## src/rtl/mem_bus_arbiter.sv

```systemverilog
// Two-port start/done arbiter for the shared 32-bit memory bus.
// Port 0 is CPU data memory, port 1 is instruction fetch; a watchdog aborts transfers whose bus_done never comes.
module mem_bus_arbiter #(
  parameter bit ROUND_ROBIN = 1'b1,
  parameter int TIMEOUT     = 1024,
  parameter int CNT_W       = 11
) (
  input  logic        clk,
  input  logic        reset,
  input  logic [31:0] r0_addr,
  input  logic [31:0] r0_data,
  input  logic        r0_we,
  input  logic        r0_start,
  output logic [31:0] r0_q,
  output logic        r0_done,
  input  logic [31:0] r1_addr,
  input  logic [31:0] r1_data,
  input  logic        r1_we,
  input  logic        r1_start,
  output logic [31:0] r1_q,
  output logic        r1_done,
  output logic [31:0] bus_addr,
  output logic [31:0] bus_data,
  output logic        bus_we,
  output logic        bus_start,
  input  logic [31:0] bus_q,
  input  logic        bus_done,
  output logic        grant,
  output logic        timeout_err
);

  typedef enum logic {IDLE = 1'b0, BUSY = 1'b1} state_t;

  localparam bit               WD_EN   = (TIMEOUT > 0);
  localparam logic [CNT_W-1:0] WD_LAST = WD_EN ? CNT_W'(TIMEOUT - 1) : '0;

  state_t           state_q, state_d;
  logic             last_grant_q;
  logic [CNT_W-1:0] wd_cnt_q;
  logic             busy, req_any, winner, wd_fire, ok_done, finish;

  // A completing bus_done always beats the watchdog in the same cycle.
  always_comb begin
    busy    = (state_q == BUSY);
    req_any = r0_start | r1_start;
    ok_done = busy && bus_done;
    wd_fire = WD_EN && busy && !bus_done && (wd_cnt_q == WD_LAST);
    finish  = ok_done || wd_fire;
    if (r0_start && r1_start) winner = ROUND_ROBIN ? ~last_grant_q : 1'b0;
    else                      winner = r1_start;
  end

  always_comb begin
    state_d = state_q;
    case (state_q)
      IDLE:    if (req_any) state_d = BUSY;
      BUSY:    if (finish)  state_d = IDLE;
      default: state_d = IDLE;
    endcase
  end

  always_comb begin
    bus_start = busy && !bus_done;
    r0_done   = finish && !grant;
    r1_done   = finish && grant;
    r0_q      = (ok_done && !grant) ? bus_q : 32'd0;
    r1_q      = (ok_done && grant)  ? bus_q : 32'd0;
  end

  always_ff @(posedge clk) begin
    if (reset) state_q <= IDLE;
    else       state_q <= state_d;
  end

  // Request fields are captured only at the grant edge and then held for the whole transfer.
  always_ff @(posedge clk) begin
    if (reset) begin
      grant        <= 1'b0;
      last_grant_q <= 1'b1;
      bus_addr     <= 32'd0;
      bus_data     <= 32'd0;
      bus_we       <= 1'b0;
      wd_cnt_q     <= '0;
      timeout_err  <= 1'b0;
    end else begin
      if (!busy && req_any) begin
        grant    <= winner;
        bus_addr <= winner ? r1_addr : r0_addr;
        bus_data <= winner ? r1_data : r0_data;
        bus_we   <= winner ? r1_we   : r0_we;
        wd_cnt_q <= '0;
      end
      if (finish)            last_grant_q <= grant;
      else if (busy && WD_EN) wd_cnt_q    <= wd_cnt_q + CNT_W'(1);
      if (wd_fire)           timeout_err  <= 1'b1;
    end
  end

endmodule

```

## config.mk

```make
export PLATFORM = sky130hd
export DESIGN_NAME = mem_bus_arbiter
export DESIGN_NICKNAME = d
export VERILOG_FILES = /design/src/rtl/mem_bus_arbiter.sv
export SDC_FILE = /design/constraint.sdc
export NUM_CORES = 1
export LEC_CHECK = 0
export ABC_AREA = 0
export BUFFER_PORTS_ARGS = -buffer_cell sky130_fd_sc_hd__buf_2
export CAP_MARGIN = 10
export CORE_AREA = 2 2 116 118
export DETAILED_ROUTE_END_ITERATION = 8
export DIE_AREA = 0 0 118 120
export HOLD_SLACK_MARGIN = 0.02
export PLACE_DENSITY = 0.65
export SLEW_MARGIN = 20
export SYNTH_ARGS = -nofsm -noshare
export SYNTH_HDL_FRONTEND = slang
export SYNTH_SLANG_ARGS = --single-unit
```

## constraint.sdc

```tcl
create_clock -name clk -period 1.75 [get_ports clk]
set_input_delay 0.35 -clock clk [delete_from_list [all_inputs] [get_ports clk]]
set_output_delay 0.35 -clock clk [all_outputs]
set_load 0.01 [all_outputs]
```

==> flow_metrics.env <==
export IMPL_status="finished with violations"
export IMPL_violations="setup timing"
export IMPL_synthToLayoutAreaGrowth_pct=57.2
export IMPL_max_cap_viol_count=0
export IMPL_antenna_found_initial=2
export IMPL_post_route_drc_count=0
export IMPL_p_leak_nw=3.27
export IMPL_worstPathArrival_ns=1.46
export IMPL_synthArstFlopShare_pct=0
export IMPL_dp_hpwl_um=10400
export IMPL_synth_yosys_seq_area_share_pct=39.4
export IMPL_critical_path_slowest_cell="dfxtp_2"
export IMPL_clock_skew_ns=0.00582
export IMPL_ys_ff_latch=80
export IMPL_io_buffers=300
export IMPL_critPathRequiredTime_ns=1.40
export IMPL_h_tree_depth=3
export IMPL_tightest_slew_ns=0.647
export IMPL_num_rows=42
export IMPL_ir_drop_uv=640
export IMPL_core_area_sq_mm=0.0130
export IMPL_cts_buffers_inserted=9
export IMPL_die_y_um=120
export IMPL_clock_sink_count=80
export IMPL_io_pins=301
export IMPL_clock_latency_ns=0.34
export IMPL_die_w_um=118
export IMPL_reg2reg_setup_slack_ns=0.06
export IMPL_fin_tns_setup_ns=-0.105
export IMPL_syn_avg_cell_area_sq_um=9.15
export IMPL_postCtsHoldBufs=0
export IMPL_place_ws_ns=0.123
export IMPL_yosysWarningCount=0
export IMPL_rsz0062_at_grt="true"
export IMPL_fin_nets=918
export IMPL_fin_crit_sh_pct=104
export IMPL_grt_max_degree=52
export IMPL_grt_util_all_layers_pct=18.5
export IMPL_grt_first_pass_wirelength_um=20700
export IMPL_min_period_ns=1.81
export IMPL_worst_setup_path_type="flop to output pin"
export IMPL_setup_violations=2
export IMPL_synth_fp_nets=612
export IMPL_synthesis_area_sq_mm=0.00406
export IMPL_routed_wl_um=13400
export IMPL_vias_per_cell=4.65
export IMPL_maxSlewHeadroom_pct=56.8
export IMPL_synth_edf_count=0
export IMPL_hold_path_class="input pin to flop"
export IMPL_clockRootBuffer="clkbuf_16"
export IMPL_drive_above_1_share_pct=50.6
export IMPL_dieArea_sq_mm=0.0142
export IMPL_final_hold_violation_count=0
export IMPL_vias=4335
export IMPL_path_clk_slew_ns=0.06
export IMPL_syn_inst=444
export IMPL_ant_nets=0
export IMPL_grt_pass1_vias=4066
export IMPL_cts_buffer_depth=2
export IMPL_grt_overflow=0
export IMPL_place_congestion=0.861
export IMPL_drtPass1Iterations=4
export IMPL_cp_buffers_inverters=1
export IMPL_cpPeakStageDelay_ns=0.32
export IMPL_hold_slack_ns=0.343
export IMPL_final_core_util_pct=49.2
export IMPL_fin_ws_ns=-0.0627
export IMPL_finalInstanceArea_sq_mm=0.00639
export IMPL_start_util_pct=31.3
export IMPL_critPathLaunchType="flop"
export IMPL_wire_per_inst_um=14.4
export IMPL_place_area_sq_mm=0.00589
export IMPL_cp_max_fo=4
export IMPL_maxSlewViolCount=0
export IMPL_critical_path_top_delay_family="simple AND/OR/NAND/NOR gates"
export IMPL_worst_setup_path_end_kind="output pin"
export IMPL_drtIter0Drc=180
export IMPL_cts_tree="done"
export IMPL_fmax_mhz=552
export IMPL_synth_flop_cell="dfxtp_1"
export IMPL_crit_chain="nand4b_4 > nor3_4 > o21ai_1 > nor2_1 > buf_2"
export IMPL_post_synth_num_cell_types=43
export IMPL_cellPowerDensity_mw_per_mm2=839
worst paths after layout:
path | startpoint | endpoint | depth (start not counted)
worst min-delay path | r0_data[4] | bus_data[4]$_SDFFE_PP0P_ | 3
worst min register to register | wd_cnt_q[10]$_SDFF_PP0_ | wd_cnt_q[10]$_SDFF_PP0_ | 2
worst max register to register | wd_cnt_q[6]$_SDFF_PP0_ | wd_cnt_q[3]$_SDFF_PP0_ | 6
worst max-delay path | wd_cnt_q[10]$_SDFF_PP0_ | r0_done | 5
sequential cells by signal, summed over array words and instances, names as in the netlist:
| signal | count |
|---|---|
| busy | 1 |
| bus_we | 1 |
| bus_addr | 32 |
| last_grant_q | 1 |
| wd_cnt_q | 11 |
| grant | 1 |
| timeout_err | 1 |
| bus_data | 32 |
logic make-up (layout without fill, tap and decap cells):
kind of cell	after synthesis	count (layout)	synth area share, %
and+or+nand+nor	164	164	21.6
AOI/OAI and AO/OA	93	93	17.8
DFF	80	80	39.4
muxes	66	66	16.3
buffers and inverters	40	351	4.62
adders and majority gates	1	1	0.308
other	0	1	0
cell usage in the layout (no fill, tap or decap), types with 4 or more instances in the layout:
cell type / Yosys / layout
buf_4: 6 / 26
clkbuf_16: 0 / 9
buf_12: 0 / 7
and2_1: 64 / 59
dfxtp_4: 0 / 4
and2_4: 0 / 5
buf_2: 12 / 299
a211oi_1: 65 / 65
dfxtp_2: 0 / 8
a21oi_1: 9 / 9
dfxtp_1: 80 / 68
mux2i_1: 65 / 65
nand2_1: 8 / 7
nor2_1: 71 / 70
power breakdown:
group | leakage, nW | internal, mW | switching (mW)
Clock | 0.162 | 1.40 | 0.777
Combinational | 2.44 | 0.539 | 0.581
Sequential | 0.670 | 1.98 | 0.0814
Total | 3.27 | 3.92 | 1.44
through the flow:
step / instances / power [mW]
2_1_floorplan: 444 / 2.70
3_3_place_gp: 906 / 3.22
3_5_place_dp: 906 / 3.23
4_1_cts: 928 / 5.43
5_1_grt: 932 / 5.62
6_report: 932 / 5.36
layout make-up:
cell class	count	area, sq um
Clock inverter	7	119
Multi-Input combinational cell	324	2340
Clock buffer	9	225
Timing Repair Buffer	333	1840
Sequential cell	80	1630
Antenna cell	1	2.50
Tap cell	176	220
Fill cell	1306	6590
Inverter	2	7.51
worst min-delay path: cells and delay by family:
| family | cells | cell delay, ns |
|---|---|---|
| mux | 1 | 0.11 |
| buf+inv | 1 | 0.09 |
| compound gates | 1 | 0.08 |
synthesized netlist by cell type (all sizes together), types with 3 or more instances:
library cell  count  area share (%)
buf              18             2.6
and2             64             9.9
a21oi             9             1.1
nor2             71             6.6
o31ai             3            0.89
nand3             3            0.37
a211oi           65              12
clkbuf           20             1.8
dfxtp            80              39
nand2             8            0.74
o211ai            3            0.55
o311ai            4             1.3
mux2i            65              16
metal layers:
metal  vias up  GRT usage [%]  part of all wire [%]
met5         -              0                     0
met4         0           6.10                   2.1
met3        22           6.08                   7.4
met2       194           33.9                    52
met1      1903           20.0                    38
li1       2216              -                     -
repair_timing:
item,in CTS,in global routing
pin swaps,3,3
resized for setup,18,12
buffers inserted,6,3
endpoints found under the setup margin,66,37
No activity file was read; power rests on OpenSTA's default activity.
